$ cat src/rtl/bs_pkg.sv
// Shared definitions for the bitstream-to-binary converter.
// Holds the FSM state type and the default window/width constants.
package bs_pkg;

  typedef enum logic [1:0] {
    IDLE = 2'd0,
    ACC  = 2'd1,
    HOLD = 2'd2
  } state_t;

  // Default window: 2^16 cycles, which spans two chained 8-bit Sobol periods.
  localparam int WINLOG_DEF = 16;
  // Wide enough to hold a full window of ones (0..2^WINLOG).
  localparam int OUTWD_DEF  = WINLOG_DEF + 1;

endpackage

$ cat src/rtl/bs_win_cnt.sv
// Window counter for bs_to_bin.
// Ports:
//   clk, rst  - clock, asynchronous active-high reset
//   clr       - synchronous clear to zero (has priority over en)
//   en        - advance the counter by one
//   cnt       - current count, WINLOG bits, wraps to zero
//   tc        - terminal count: high while cnt is all ones
module bs_win_cnt
  import bs_pkg::*;
#(
  parameter int WINLOG = WINLOG_DEF
) (
  input  logic              clk,
  input  logic              rst,
  input  logic              clr,
  input  logic              en,
  output logic [WINLOG-1:0] cnt,
  output logic              tc
);

  logic [WINLOG-1:0] cnt_reg;

  always_ff @(posedge clk or posedge rst) begin
    if (rst) begin
      cnt_reg <= '0;
    end else if (clr) begin
      cnt_reg <= '0;
    end else if (en) begin
      cnt_reg <= cnt_reg + 1'b1;
    end
  end

  assign cnt = cnt_reg;
  assign tc  = &cnt_reg;

endmodule

$ cat src/rtl/bs_to_bin.sv
// Stochastic bitstream to binary converter: counts the ones of iBit over a
// window of 2^WINLOG cycles following a start pulse and presents the count
// on oData with a valid/ready handshake.
// Ports:
//   clk, rst - clock, asynchronous active-high reset
//   start    - one-cycle request to begin a conversion window
//   iBit     - unipolar stochastic bitstream
//   iReady   - downstream accepts oData when high with oValid
//   oBusy    - high while accumulating
//   oValid   - oData holds a completed result
//   oData    - count of ones in the window (OUTWD bits)
//   oOvf     - sticky: a pending result was overwritten before acceptance
// Configuration macro BS2B_CONT_EN: when defined, windows run back-to-back
// after the first start and oOvf reports unaccepted results being replaced.
// When undefined, each start produces exactly one result.
module bs_to_bin
  import bs_pkg::*;
#(
  parameter int WINLOG = WINLOG_DEF,
  parameter int OUTWD  = WINLOG + 1
) (
  input  logic             clk,
  input  logic             rst,
  input  logic             start,
  input  logic             iBit,
  input  logic             iReady,
  output logic             oBusy,
  output logic             oValid,
  output logic [OUTWD-1:0] oData,
  output logic             oOvf
);

  state_t            state_reg;
  logic [OUTWD-1:0]  acc_reg;
  logic [OUTWD-1:0]  data_reg;
  logic              valid_reg;
  logic              ovf_reg;

  logic [WINLOG-1:0] win_cnt;
  logic              win_tc;
  logic [OUTWD-1:0]  bit_ext;
  logic [OUTWD-1:0]  acc_next;

  // Counter is held at zero in IDLE so a window always starts from sample 0.
  bs_win_cnt #(
    .WINLOG(WINLOG)
  ) u_win_cnt (
    .clk(clk),
    .rst(rst),
    .clr(state_reg == IDLE),
    .en (state_reg == ACC),
    .cnt(win_cnt),
    .tc (win_tc)
  );

  assign bit_ext  = {{(OUTWD-1){1'b0}}, iBit};
  // Includes the current sample, so on the terminal cycle this is the final count.
  assign acc_next = acc_reg + bit_ext;

  always_ff @(posedge clk or posedge rst) begin
    if (rst) begin
      state_reg <= IDLE;
      acc_reg   <= '0;
      data_reg  <= '0;
      valid_reg <= 1'b0;
      ovf_reg   <= 1'b0;
    end else begin
      case (state_reg)
        IDLE: begin
          // The start-cycle bit is deliberately not sampled.
          if (start) begin
            state_reg <= ACC;
            acc_reg   <= '0;
          end
        end
        ACC: begin
          if (win_tc) begin
            acc_reg   <= '0;
            data_reg  <= acc_next;
            valid_reg <= 1'b1;
`ifdef BS2B_CONT_EN
            // Accepted in the same cycle as the new result lands: no loss.
            if (valid_reg && !iReady) begin
              ovf_reg <= 1'b1;
            end
`else
            state_reg <= HOLD;
`endif
          end else begin
            acc_reg <= acc_next;
`ifdef BS2B_CONT_EN
            if (valid_reg && iReady) begin
              valid_reg <= 1'b0;
            end
`endif
          end
        end
        HOLD: begin
          if (valid_reg && iReady) begin
            valid_reg <= 1'b0;
            state_reg <= IDLE;
          end
        end
        default: state_reg <= IDLE;
      endcase
    end
  end

  assign oBusy  = (state_reg == ACC);
  assign oValid = valid_reg;
  assign oData  = data_reg;
  assign oOvf   = ovf_reg;

endmodule
$ cat config.mk
export PLATFORM = sky130hd
export DESIGN_NAME = bs_to_bin
export DESIGN_NICKNAME = d
export VERILOG_FILES = /design/src/rtl/bs_pkg.sv /design/src/rtl/bs_win_cnt.sv /design/src/rtl/bs_to_bin.sv
export SDC_FILE = /design/constraint.sdc
export NUM_CORES = 1
export LEC_CHECK = 0
export BUFFER_PORTS_ARGS = -buffer_cell sky130_fd_sc_hd__buf_2
export CORE_ASPECT_RATIO = 1.25
export CORE_MARGIN = 8
export CORE_UTILIZATION = 63
export CTS_CLUSTER_SIZE = 10
export DETAILED_ROUTE_END_ITERATION = 7
export PLACE_DENSITY = 0.87
export SYNTH_ARGS = -nofsm -noshare
export SYNTH_HDL_FRONTEND = slang
export SYNTH_HIERARCHICAL = 1
export SYNTH_SLANG_ARGS = --single-unit
$ cat constraint.sdc
create_clock -name clk -period 5.35 [get_ports clk]
set_clock_uncertainty 0.2 [all_clocks]
set_input_delay 1.605 -clock clk [delete_from_list [all_inputs] [get_ports clk]]
set_output_delay 1.605 -clock clk [all_outputs]
set_load 0.01 [all_outputs]
# After elaboration in Yosys (flattened, before gate mapping)
# Index checks and enable logic that the tools add are counted.
# totals
reg_bits,53
output_inout_bits,20
elab_cells,33
# op_classes
addsub,2
muxes,12
n_eq_ne,5
reduce_logical,9
# op_table
op,count
$mux W17,2
$pmux W17 S2,1
$mux W16,2
$add A17 B1 Y17,1
$reduce_and A17 Y1,1
$add A16 B1 Y16 const B,1
$reduce_and A16 Y1,1
$mux W2,3
$pmux W2 S3,1
$reduce_and A3 Y1,2
$ne A2 B2 Y1 const B,2
$reduce_bool A2 Y1,2
$eq A2 B1 Y1 const B,1
$eq A2 B2 Y1 const B,1
$logic_not A2 Y1,1
$mux W1,2
$ne A2 B1 Y1 const B,1
$pmux W1 S2,1
$reduce_and A2 Y1,1
$logic_and A1 B1 Y1,1

# Logic depth before layout (Yosys ltp)
# depth
word_depth,3
ltp_mapped,9
mapped_depth_nobuf,8

# Modules after synthesis
# Netlist, hierarchy kept.
# modules_own_cells
mod,area_per_inst_um2,cells_each,instances,seq_area_each_um2
bs_to_bin,1851.8,196,1,925.9
bs_win_cnt,879.6,86,1,400.4

# Worst setup path before layout
# Ideal clock, no wire load.
# synth_timing
path_type,input to register
start,in iBit
end,reg acc_reg[14]
stages,6
slack_ps,2123
arrival_ps,2945
required_ps,5067
setup_ps,83
path_buffers,0
cell_sequence,ha_1 ha_1 nand4_1 or4_4 or3_1 o21ai_0
# synth_between
elab_chain_cells,3
# synth_lines
item,line,rtl
"start, declared",bs_to_bin.sv:25,"input logic iBit,"
$add A17 B1 Y17,bs_to_bin.sv:58,assign acc_next = acc_reg + bit_ext;
$mux W17,bs_to_bin.sv:77,if (win_tc) begin
$pmux W17 S2,bs_to_bin.sv:68,case (state_reg)
"end signal, assigned",bs_to_bin.sv:90,acc_reg <= acc_next;
"end, declared",bs_to_bin.sv:34,logic [OUTWD-1:0] acc_reg;
# Every way passes these cells.
# A chain may end at the register's enable or synchronous reset.

# Final worst setup path
# layout_timing
start,reg state_reg[0]
end,out oBusy
# layout_between
elab_chain_cells,1
# layout_lines
item,line,rtl
"start, declared",bs_to_bin.sv:33,state_t state_reg;
"start signal, assigned",bs_to_bin.sv:62,state_reg <= IDLE;
"start signal, assigned",bs_to_bin.sv:72,state_reg <= ACC;
"start signal, assigned",bs_to_bin.sv:87,state_reg <= HOLD;
$eq A2 B1 Y1,bs_to_bin.sv:109,assign oBusy = (state_reg == ACC);
"end, declared",bs_to_bin.sv:27,"output logic oBusy,"
# Every way passes these cells.

==> results_dict.tcl <==
set metrics [dict create \
    vias_per_cell 5.83 \
    cts.hold.buffers_added 0 \
    clockPowerShare_pct 24.6 \
    power-per-cell-area_mw_per_mm2 317 \
    path_delay_family "simple AND/OR/NAND/NOR gates" \
    power_switching_mw 0.315 \
    multi_input_area_sq_mm 0.00129 \
    mappedNetlistArea_sq_mm 0.00273 \
    crit_path_max_delay_cell_type "nor2b_1" \
    place.port_buffers 23 \
    core_region_area_sq_mm 0.00429 \
    adder_and_majority_cell_fraction_of_the_synthesized_area_pct 1.83 \
    syn_nets 291 \
    critPathLaunchType "register" \
    cp.arrival_ns 1.79 \
    timing.setup.tns_ns 0 \
    synth_simple_gate_area_share_pct 22.5 \
    holdCritPathClass "reg -> reg" \
    synth-seq-cells 53 \
    outcome "finished clean" \
    ir_worst_vdd_uv 195 \
    number_of_antenna_violations_at_the_first_check_in_global_routing 0 \
    routabilityCongestion 0.815 \
    cts.repair_timing.setup_buffer_count 0 \
    grt_setup_unrepaired "false" \
    synthDistinctLibCells 43 \
    grt_first_pass_wirelength_um 9320 \
    finalCriticalPeriod_ns 3.60 \
    clock_latency_ns 0.31 \
    postSynth.topFlopCell "dfrtp_1" \
    syn_inst 282 \
    cts-buffers-inserted 5 \
    postCtsResizedCells 0 \
    mux_contribution_to_synthesized_area_pct 1.74 \
    synth.yosys.seq_area_share_pct 48.6 \
    max_slew.worst_pin.slew_ns 1.21 \
    pwr-share-comb_pct 18.3 \
    period_share_pct 67.2 \
    via_count_of_the_first_global_routing_pass 2045 \
    synth-xor-area-share_pct 8.34 \
    gr_usage_total_pct 17.9 \
    timing.critical_path.cells "nor2b_1 > buf_2" \
    floorplan.die.width_um 74.9 \
    drtAntennaViolNets 0 \
    worstPathRequired_ns 3.55 \
    detailedRoute.firstIterationViolations 74 \
    fp-row-count 27 \
    timing.critical_path.buf_inv 1 \
    hold_viol 0 \
    drt_wl_total_um 5550 \
    hold_ws_ns 0.281 \
    place_hpwl_um 3990 \
    synth_edf_count 0 \
    numnets_final 307 \
    slew-limit-headroom_pct 19.0 \
    crit_path_end_kind "output pin" \
    routed-via-count 2082 \
    antenna_cells 0 \
    timing_max_transition_violations_final 0 \
    grt_start_max_net_pins 38 \
    cts_max_level 2 \
    power.static_leakage_nw 1.28 \
    yosys_warnings 8 \
    internal_power_mw 0.619 \
    synth-compound-area-share_pct 12.7 \
    setup-violations-final 0 \
    stage_delay_of_the_slowest_cell_on_the_critical_path_ns 0.71 \
    p_seq_share_pct 57.1 \
    syn_avg_cell_area_sq_um 9.69 \
    cts_tree "done" \
    final_design_area_no_fill_sq_mm 0.00295 \
    timing.critical_path.fanout_max 10 \
    fmaxAchievable_mhz 278 \
    area_growth_syn_to_layout_pct 8.11 \
    clk_transition_reported_paths_ns 0.10 \
    p_sw_share_pct 33.7 \
    total_number_of_clock_tree_sinks 53 \
    fp.dieH_um 89.6 \
    ff_latch_area_sq_mm 0.00133 \
    detailed_place.area_sq_mm 0.00286 \
    clock_tree.buffer_depth 2 \
    dieArea_sq_mm 0.00671 \
    global_route.overflow_total 0 \
    drcViolationCount 0 \
    async_set_reset_flop_share_out_of_synthesis_pct 100 \
    wire_per_inst_um 15.6 \
    cts_root_buffer "clkbuf_8" \
    initial_core_util_pct 63.7 \
    post_route_cells_drive_above_1_share_pct 16.7 \
    drtPass1Iterations 4 \
    timing.max_cap.violations 0 \
    critical_path_class "reg -> out" \
    main_combinational_cell_family_by_area_after_synthesis "simple AND/OR/NAND/NOR gates" \
    number_of_filler_cells_placed_in_the_layout 339 \
    ioPinCount 25 \
]
## synth_stat cells, types with 6 or more instances
| library cell | number | area, sq um |
|---|---|---|
| nor2_1 | 19 | 71.3 |
| nor4_1 | 6 | 37.5 |
| clkbuf_1 | 8 | 30.0 |
| xor2_1 | 9 | 78.8 |
| o21ai_0 | 30 | 150 |
| xnor2_1 | 17 | 149 |
| nand3_1 | 9 | 45.0 |
| inv_1 | 11 | 41.3 |
| dfrtp_1 | 53 | 1330 |
| or3_1 | 6 | 37.5 |
| nand4_1 | 7 | 43.8 |
| nand2_1 | 37 | 139 |
| a21oi_1 | 14 | 70.1 |
## worst paths after layout
kind                             startpoint  slack (ns)                end  depth (start not counted)
max                            state_reg[0]        1.75              oBusy                          2
min                                oData[8]        0.28           oData[8]                          2
max reg2reg                u_win_cnt/cnt[9]        1.98           oData[1]                          6
min reg2reg                        oData[8]        0.28           oData[8]                          2
max in group asynchronous               rst        3.36   u_win_cnt/cnt[6]                          2
min in group asynchronous               rst        1.17  u_win_cnt/cnt[14]                          2
## tightest hold or removal path, cell delays in order, from the launching register on
cell,delay (ns)
dfrtp_1,0.35
nand2_1,0.05
o21ai_0,0.06
## layout by cell type (no fill, tap or decap), types with 2 or more instances in the layout
cell | netlist | routed
a22o_1 | 2 | 2
and4_1 | 2 | 2
ha_1 | 4 | 4
nor3_1 | 3 | 3
a31oi_1 | 2 | 2
nand4_4 | 2 | 2
nand3_1 | 9 | 9
o21ai_0 | 30 | 30
nand4_1 | 7 | 7
xnor2_1 | 17 | 17
o22ai_1 | 3 | 3
nor4_1 | 6 | 6
nand3_2 | 3 | 3
nand2_1 | 37 | 37
nor2_1 | 19 | 19
mux2_2 | 2 | 2
a21o_1 | 2 | 2
o31ai_1 | 3 | 3
buf_2 | 4 | 23
a21oi_1 | 14 | 14
nor4_2 | 3 | 3
clkbuf_8 | 0 | 5
nor2b_1 | 3 | 3
xor2_1 | 9 | 9
or4_4 | 2 | 2
inv_1 | 11 | 11
dfrtp_1 | 53 | 53
or3_1 | 6 | 6
buf_4 | 1 | 2
## kinds of logic (layout without fill, tap and decap cells)
| group | Yosys count | in the layout |
|---|---|---|
| compound gates | 59 | 59 |
| xor+xnor | 26 | 26 |
| fa+ha+maj | 4 | 4 |
| buf+inv | 27 | 44 |
| flops | 53 | 53 |
| mux | 4 | 4 |
| other cells | 1 | 1 |
| simple gates | 108 | 108 |
## area by class of cell
type | count | share of cell area, %
timing repair buffer | 25 | 4.41
inverter | 11 | 1.40
clock inverter | 3 | 0.720
clock buffer | 5 | 2.33
sequential | 53 | 44.9
multi-input combinational | 202 | 43.8
tap | 58 | 2.46
## routing by layer
metal | track usage, % | vias to the layer above | share of wire (%)
li1 | - | 1008 | -
met1 | 20.1 | 1031 | 40
met2 | 31.8 | 31 | 55
met3 | 3.56 | 12 | 2.7
met4 | 7.50 | 0 | 2.1
met5 | 0 | - | 0
## power groups by stage
stage	sequential, mW	combinational [mW]	clock [mW]
after floorplan	0.510	0.156	0
after global placement	0.535	0.160	0
after detailed placement	0.540	0.171	0
after CTS	0.532	0.173	0.233
after global routing	0.542	0.194	0.251
final	0.534	0.171	0.230
## per-stage QoR
stage / total power, mW / cells / utilization, % / setup slack (ns)
floorplan: 0.666 / 282 / - / 2.12
global placement: 0.695 / 349 / 66.7 / 1.97
detailed placement: 0.712 / 349 / 66.7 / 1.86
CTS: 0.938 / 357 / 68.8 / 1.75
global route: 0.987 / 357 / 68.8 / 1.66
finish: 0.935 / 357 / 68.8 / 1.75
No activity file was read; power rests on OpenSTA's default activity.
